**src/rtl/dot_seq_pkg.sv**
```systemverilog
// Shared types, widths and helpers for the dot_seq sequencer.
// The optional clamping helper is used only when DOT_SEQ_SAT_EN is defined.
package dot_seq_pkg;

    localparam int DATA_W = 8;
    localparam int ACC_W  = 26;
    localparam int LEN_W  = 8;

    localparam logic signed [ACC_W-1:0] SAT_MAX = 26'sd32767;
    localparam logic signed [ACC_W-1:0] SAT_MIN = -26'sd32768;

    typedef enum logic [2:0] {
        S_IDLE   = 3'd0,
        S_CLEAR  = 3'd1,
        S_ACCUM  = 3'd2,
        S_DRAIN  = 3'd3,
        S_LATCH  = 3'd4,
        S_RESULT = 3'd5
    } state_t;

    typedef struct packed {
        logic             sat;
        logic [ACC_W-1:0] data;
    } sat_res_t;

    function automatic sat_res_t sat_clamp(input logic signed [ACC_W-1:0] v);
        sat_res_t r;
        if (v > SAT_MAX) begin
            r.sat  = 1'b1;
            r.data = SAT_MAX;
        end else if (v < SAT_MIN) begin
            r.sat  = 1'b1;
            r.data = SAT_MIN;
        end else begin
            r.sat  = 1'b0;
            r.data = v;
        end
        return r;
    endfunction

endpackage

```
**src/rtl/dot_seq.sv**
```systemverilog
// Dot-product sequencer: streams operand pairs into an external MAC and returns its sum.
// Optional feature macro: DOT_SEQ_SAT_EN clamps the result to the signed 16-bit range.
import dot_seq_pkg::*;

module dot_seq (
    input  logic              clk,
    input  logic              rst,
    input  logic              start,
    input  logic [LEN_W-1:0]  len,
    input  logic [DATA_W-1:0] a_data,
    input  logic [DATA_W-1:0] b_data,
    input  logic              ab_valid,
    output logic              ab_ready,
    output logic [DATA_W-1:0] mac_in1,
    output logic [DATA_W-1:0] mac_in2,
    output logic              mac_clr,
    input  logic [ACC_W-1:0]  mac_acc,
    output logic [ACC_W-1:0]  res_data,
    output logic              res_valid,
    input  logic              res_ready,
    output logic              res_sat,
    output logic              busy
);

    state_t              r_state;
    state_t              w_state_nxt;
    logic [LEN_W-1:0]    r_len;
    logic [LEN_W-1:0]    r_cnt;
    logic [LEN_W-1:0]    w_cnt_nxt;
    logic [DATA_W-1:0]   r_a_q;
    logic [DATA_W-1:0]   r_b_q;
    logic [ACC_W-1:0]    r_res_data;
    logic                w_accept;
    logic                w_last;
    logic                w_ab_ready;
    logic                w_mac_clr;
    logic                w_res_valid;
    logic                w_busy;

    assign w_accept  = ab_valid && (r_state == S_ACCUM);
    assign w_cnt_nxt = r_cnt + 8'd1;
    assign w_last    = (w_cnt_nxt == r_len);

    // State register.
    always_ff @(posedge clk) begin
        if (rst) begin
            r_state <= S_IDLE;
        end else begin
            r_state <= w_state_nxt;
        end
    end

    // Next-state logic.
    always_comb begin
        w_state_nxt = r_state;
        case (r_state)
            S_IDLE: begin
                if (start) begin
                    w_state_nxt = S_CLEAR;
                end else begin
                    w_state_nxt = S_IDLE;
                end
            end
            S_CLEAR: begin
                if (r_len != 8'd0) begin
                    w_state_nxt = S_ACCUM;
                end else begin
                    w_state_nxt = S_DRAIN;
                end
            end
            S_ACCUM: begin
                if (w_accept && w_last) begin
                    w_state_nxt = S_DRAIN;
                end else begin
                    w_state_nxt = S_ACCUM;
                end
            end
            S_DRAIN:  w_state_nxt = S_LATCH;
            S_LATCH:  w_state_nxt = S_RESULT;
            S_RESULT: begin
                if (res_ready) begin
                    w_state_nxt = S_IDLE;
                end else begin
                    w_state_nxt = S_RESULT;
                end
            end
            default:  w_state_nxt = S_IDLE;
        endcase
    end

    // Moore output decode from the state register.
    always_comb begin
        w_ab_ready  = 1'b0;
        w_mac_clr   = 1'b1;
        w_res_valid = 1'b0;
        w_busy      = 1'b1;
        case (r_state)
            S_IDLE:   w_busy      = 1'b0;
            S_CLEAR:  w_mac_clr   = 1'b0;
            S_ACCUM:  w_ab_ready  = 1'b1;
            S_DRAIN:  w_busy      = 1'b1;
            S_LATCH:  w_busy      = 1'b1;
            S_RESULT: w_res_valid = 1'b1;
            default:  w_busy      = 1'b1;
        endcase
    end

    assign ab_ready  = w_ab_ready;
    assign mac_clr   = w_mac_clr;
    assign res_valid = w_res_valid;
    assign busy      = w_busy;

    // Length latch, element counter and operand pipeline; a_q/b_q return to 0 when nothing was accepted.
    always_ff @(posedge clk) begin
        if (rst) begin
            r_len <= 8'd0;
            r_cnt <= 8'd0;
            r_a_q <= 8'd0;
            r_b_q <= 8'd0;
        end else begin
            if ((r_state == S_IDLE) && start) begin
                r_len <= len;
            end
            if (r_state == S_CLEAR) begin
                r_cnt <= 8'd0;
            end else if (w_accept) begin
                r_cnt <= w_cnt_nxt;
            end
            r_a_q <= w_accept ? a_data : 8'd0;
            r_b_q <= w_accept ? b_data : 8'd0;
        end
    end

    assign mac_in1 = r_a_q;
    assign mac_in2 = r_b_q;

`ifdef DOT_SEQ_SAT_EN
    sat_res_t w_clamp;
    logic     r_res_sat;

    assign w_clamp = sat_clamp($signed(mac_acc));

    // Result register, clamped to 16-bit signed range.
    always_ff @(posedge clk) begin
        if (rst) begin
            r_res_data <= 26'd0;
            r_res_sat  <= 1'b0;
        end else if (r_state == S_LATCH) begin
            r_res_data <= w_clamp.data;
            r_res_sat  <= w_clamp.sat;
        end
    end

    assign res_sat = r_res_sat;
`else
    // Result register, raw accumulator value.
    always_ff @(posedge clk) begin
        if (rst) begin
            r_res_data <= 26'd0;
        end else if (r_state == S_LATCH) begin
            r_res_data <= mac_acc;
        end
    end

    assign res_sat = 1'b0;
`endif

    assign res_data = r_res_data;

endmodule

```
**config.mk**
```make
export PLATFORM = sky130hd
export DESIGN_NAME = dot_seq
export DESIGN_NICKNAME = d
export VERILOG_FILES = /design/src/rtl/dot_seq_pkg.sv /design/src/rtl/dot_seq.sv
export SDC_FILE = /design/constraint.sdc
export NUM_CORES = 1
export LEC_CHECK = 0
export CORE_MARGIN = 8
export CORE_UTILIZATION = 45
export CTS_CLUSTER_DIAMETER = 30
export CTS_CLUSTER_SIZE = 16
export DETAILED_ROUTE_END_ITERATION = 6
export PLACE_DENSITY = 0.84
export SYNTH_ARGS = -nofsm -noshare
export SYNTH_HDL_FRONTEND = slang
export SYNTH_SLANG_ARGS = --single-unit
```
**constraint.sdc**
```tcl
create_clock -name clk -period 3.1 [get_ports clk]
set_clock_uncertainty 0.05 [all_clocks]
set_input_delay 0.62 -clock clk [delete_from_list [all_inputs] [get_ports clk]]
set_output_delay 0.62 -clock clk [all_outputs]
set_load 0.05 [all_outputs]
```
==> flow_summary.toml, run 1 <==
[run_status]
status = "completed"

[yosys]
synth_ff_type = "dfxtp_1"
syn_nets = 335
syn_area_per_cell_um2 = 8.57
yosysSeqAreaShare = 0.510
ys_types = 35
async_reset_ff_frac = 0
yosys_register_bits = 61
yosysWarnings = 0
synth_cells = 279
synth_edf_count = 0
syn_area_um2 = 2390

[floorplanning]
core_area_um2 = 5110
die_w_um = 88.9
fp.dieH_um = 88.9
fp-row-count = 26
initial_utilization = 0.468
io_pins = 102
dieArea_um2 = 7900

[clocking]
clk_latency_ps = 330
cts_num_sinks = 61
cts_made_buffers = 9
htree_levels = 3
cts_setup_buffers = 0
cts_tree = "done"
cts_root_buf = "clkbuf_8"
cts_hold_buf = 0
clkTransAtPathRegs_ps = 70
post_cts_resized = 0
cts_buffer_depth = 2

[drt]
post-route-drc-count = 0
vias = 2194
viasPerCell = 4.88
drt-initial-drc-count = 62
wl_per_cell_um = 14.4
first_pass_iters = 4
drt-total-wl_um = 6480
ant_nets = 0

[grt]
grt_pass1_vias = 2190
grt.total_usage = 0.176
antenna_found_initial = 0
met2_usage = 0.270
grt_pass1_wl_um = 10600
grt_busiest_layer = "met2"
met3_usage = 0.117
use_met1 = 0.186
grt_overflow = 0
grt_max_degree = 27

[worst_setup_path]
slowest_stage = "clkdlybuf4s50_1"
path_max_fanout = 11
critPathKind = "flop to output pin"
worst_ep_arrival_time_ps = 2100
path_cells = "or3b_2 > clkdlybuf4s50_1"
crit_path_end_kind = "output pin"
critPathMaxStageDelay_ps = 720
required_ps = 2430
start_kind = "flop"

[placement]
dp_hpwl_um = 4970
dpl-instance-area_um2 = 3410
routabilityCongestion = 0.793
placed_cells = 434
port_buffers = 100

[layout]
final_area_um2 = 3590
fin_nets = 431
fin_util = 0.703
diodes = 0
drive_gt1_frac = 0.0632
instances_no_fill = 450
syn_to_final_growth_pct = 50.0

[pwr]
power_density_nw_per_um2 = 549
p_leak_nw = 1.25
vdd_ir_drop_max_v = 0.000436

[sta]
fin_crit_ps = 2770
tightest_slew_ps = 907
slew_headroom = 0.395
post-route-period-util = 0.893
finalSetupViolCount = 0
rsz0062_at_grt = "false"
final_hold_viol_count = 0
tns_ps = 0
fmax_mhz = 361
slew_violations = 0

[worst_hold_path]
hp-class = "flop to flop"

[run]
drv_cap = 0
-- Yosys cell counts, types with 3 or more instances --
cell type | instances | area (um2)
a21oi_1 | 39 | 195
nand2_1 | 78 | 293
dfxtp_1 | 61 | 1220
xnor2_1 | 10 | 87.6
buf_2 | 8 | 40.0
o21ai_0 | 5 | 25.0
nand2b_1 | 3 | 18.8
nor2_1 | 8 | 30.0
clkbuf_1 | 6 | 22.5
xor2_1 | 5 | 43.8
and2_1 | 19 | 119
nor3_1 | 6 | 30.0
nand3_1 | 4 | 20.0
-- critical path: cells and delay by family (launching register included) --
family                 cells  cell delay, ps
AND/OR/NAND/NOR            1             490
flip-flops                 1             550
buffers and inverters      1             720
-- flip-flops by register name (all words and copies together), names as in the netlist --
| signal | flops |
|---|---|
| mac_in1 | 8 |
| mac_in2 | 8 |
| r_cnt | 8 |
| r_len | 8 |
| r_state | 3 |
| res_data | 26 |
-- cell families after synthesis --
| group | after synthesis | synth area share |
|---|---|---|
| AO/OA/AOI/OAI | 49 | 0.118 |
| XOR/XNOR | 15 | 0.0549 |
| adder cells (fa/ha/maj) | 1 | 0.00523 |
| buffers and inverters | 19 | 0.0387 |
| flip-flops | 61 | 0.510 |
| multiplexers | 1 | 0.00627 |
| other | 1 | 0.00157 |
| AND/OR/NAND/NOR | 132 | 0.265 |
-- metrics by stage --
step | hold WS (ps) | setup slack [ps] | power [W]
floorplan | 413 | 744 | 0.00120
global placement | 391 | 705 | 0.00135
detailed placement | 398 | 689 | 0.00136
CTS | 406 | 323 | 0.00199
global route | 429 | 241 | 0.00208
finish | 403 | 333 | 0.00197
-- placed cells by master (no fill, tap or decap), types with 2 or more instances in the layout --
cell type	netlist	routed
nor3b_1	2	2
or3_1	2	2
and2_1	19	19
dfxtp_1	61	61
nand2_1	78	78
nand3_1	4	4
nor4_2	2	2
xnor2_1	10	10
a21oi_1	39	39
nand2b_1	3	3
nor2_1	8	8
nand3b_1	2	2
clkdlybuf4s50_1	0	100
o21ai_0	5	5
clkbuf_8	0	11
nor3_1	6	6
inv_1	2	2
buf_4	1	2
clkinv_2	0	3
xor2_1	5	5
-- worst paths after layout --
| path | startpoint | end | slack (ps) | depth (start not counted) |
|---|---|---|---|---|
| setup reg to reg | r_state[1] | r_cnt[7] | 1270 | 5 |
| setup / recovery | r_state[0] | mac_clr | 330 | 2 |
| hold / removal | res_data[5] | res_data[5] | 400 | 2 |
| hold reg to reg | res_data[5] | res_data[5] | 400 | 2 |
-- report_power, final --
part	switching (W)	internal (W)
Sequential	0.0000513	0.000828
Combinational	0.000258	0.000202
Clock	0.000300	0.000330
Total	0.000610	0.00136
-- layout make-up --
class / count / area, um2
clock inverter: 4 / 22.5
multi-input combinational: 199 / 1080
fill: 415 / 1520
inverter: 2 / 7.51
timing repair buffer: 102 / 1020
tap: 70 / 87.6
clock buffer: 12 / 155
sequential: 61 / 1220
-- layer usage --
| layer | vias up | wire length, um |
|---|---|---|
| li1 | 1100 | - |
| met1 | 999 | 2540 |
| met2 | 86 | 2920 |
| met3 | 9 | 902 |
| met4 | 0 | 111 |
| met5 | - | 0 |
(Power assumes the default switching activity.)
==> run 2, diff against run 1 <==
--- a/config.mk
+++ b/config.mk
@@ -5,12 +5,13 @@
 export SDC_FILE = /design/constraint.sdc
 export NUM_CORES = 1
 export LEC_CHECK = 0
+export CAP_MARGIN = 20
 export CORE_MARGIN = 8
-export CORE_UTILIZATION = 45
+export CORE_UTILIZATION = 42
 export CTS_CLUSTER_DIAMETER = 30
 export CTS_CLUSTER_SIZE = 16
 export DETAILED_ROUTE_END_ITERATION = 6
-export PLACE_DENSITY = 0.84
+export PLACE_DENSITY = 0.79
 export SYNTH_ARGS = -nofsm -noshare
 export SYNTH_HDL_FRONTEND = slang
 export SYNTH_SLANG_ARGS = --single-unit
==> constraint.sdc (replaced) <==
create_clock -name clk -period 2.85 [get_ports clk]
set_clock_uncertainty 0.05 [all_clocks]
set_input_delay 0.57 -clock clk [delete_from_list [all_inputs] [get_ports clk]]
set_output_delay 0.57 -clock clk [all_outputs]
set_load 0.05 [all_outputs]
==> flow_summary.toml, run 2 (same netlist as run 1, synthesis figures left out) <==
[sta]
final_hold_viol_count = 0
slew_headroom = 0.381
post-route-period-util = 0.960
finalSetupViolCount = 0
tns_ps = 0
slew_violations = 0
tightest_slew_ps = 928
fmax_mhz = 366
fin_crit_ps = 2740
timing.final.ws_setup_ps = 114
rsz0062_at_grt = "false"

[placement]
routabilityCongestion = 0.822
dp_slack_ps = 468
dp_hpwl_um = 4560
placed_cells = 437
port_buffers = 100

[floorplanning]
fp-row-count = 27
die_w_um = 91.5
initial_utilization = 0.434
fp.dieH_um = 91.5
dieArea_um2 = 8370
io_pins = 102
core_area_um2 = 5510

[clocking]
clkTransAtPathRegs_ps = 70
cts_num_sinks = 61
cts_buffer_depth = 2
clk_latency_ps = 320
cts_tree = "done"
cts_root_buf = "clkbuf_8"
cts_made_buffers = 9
htree_levels = 3
cts_hold_buf = 0
cts_setup_buffers = 0
post_cts_resized = 0

[worst_setup_path]
critPathKind = "flop to output pin"
start_kind = "flop"
rr_startpoint = "r_state[1]"
crit_path_end_kind = "output pin"
required_ps = 2230
path_max_fanout = 11
reg2regPathDepth = 5
worst_ep_arrival_time_ps = 2120
r2r_setup_slack_ps = 1000
reg2reg_to = "r_cnt[7]"

[layout]
fillers = 491
diodes = 0
fin_nets = 432
final_cell_mix = "100 x clkdlybuf4s50_1, 78 x nand2_1, 61 x dfxtp_1, 39 x a21oi_1, 19 x and2_1"
final_common_cell = "clkdlybuf4s50_1"
largest_reg_flops = 26
drive_gt1_frac = 0.0607
syn_to_final_growth_pct = 51.3
instances_no_fill = 451

[worst_hold_path]
hold_end = "res_data[20]"
min_from = "res_data[20]"
holdPathStages = 2
hp-class = "flop to flop"

[drt]
wl_per_cell_um = 13.6
drt-total-wl_um = 6140
first_pass_iters = 4
viasPerCell = 4.66
ant_nets = 0
drt-initial-drc-count = 98
post-route-drc-count = 0
vias = 2103

[grt]
grt_pass1_wl_um = 10100
grt_overflow = 0
antenna_found_initial = 0
grt_max_degree = 27
grt.total_usage = 0.149
grt_pass1_vias = 2067

[pwr]
p_leak_nw = 1.27
vdd_ir_drop_max_v = 0.000353
power_density_nw_per_um2 = 617

[run]
drv_cap = 0

[run_status]
status = "completed"
[run 2: cell types whose count changed in the layout (fill, tap and decap cells not counted), sizes merged]
| cell | previous run | this run |
|---|---|---|
| bufinv | 0 | 1 |
| clkinvlp | 1 | 0 |
| clkbuf | 12 | 13 |
| clkinv | 3 | 0 |
| buf | 2 | 3 |
[run 2: report_power, final]
part	switching (W)	internal (W)	total, W
Combinational	0.000277	0.000221	0.000498
Sequential	0.0000564	0.000901	0.000957
Clock	0.000310	0.000467	0.000777
Total	0.000643	0.00159	0.00223
[run 2: worst max path at each step]
stage	startpoint	cells past startpoint	endpoint
after global routing	r_state[0]	2	mac_clr
after detailed placement	r_state[0]	2	mac_clr
after CTS	r_state[0]	2	mac_clr
after global placement	r_state[0]	2	mac_clr
final	r_state[0]	2	mac_clr
after floorplan	r_state[1]	6	r_cnt[2]
[run 2: layout make-up]
cell class                      count  area, um2  share of cell area
Inverter                            2       7.51             0.00207
Timing Repair Buffer              103       1020               0.283
Multi-Input combinational cell    199       1080               0.298
Clock buffer                       13        169              0.0467
Tap cell                           72       90.1              0.0249
Sequential cell                    61       1220               0.337
Clock inverter                      1       30.0             0.00830
[run 2: metrics by stage]
stage | hold slack [ps] | util | instance area (um2) | total power (W)
global placement | 391 | 0.621 | 3420 | 0.00147
finish | 403 | 0.657 | 3620 | 0.00223
CTS | 406 | 0.657 | 3620 | 0.00225
floorplan | 413 | - | 2390 | 0.00130
global route | 422 | 0.657 | 3620 | 0.00235
detailed placement | 396 | 0.621 | 3420 | 0.00148
[run 2: metal layers]
layer  routed length (um)  track usage  vias up
met3                  380       0.0535       10
met5                    0            0        -
li1                     -            -     1099
met1                 2730        0.175      937
met2                 2890        0.229       57
met4                  133       0.0873        0
[run 2: critical path: stages, from the launching register on]
cell	delay, ps
dfxtp_1	570
or3b_2	510
clkdlybuf4s50_1	720
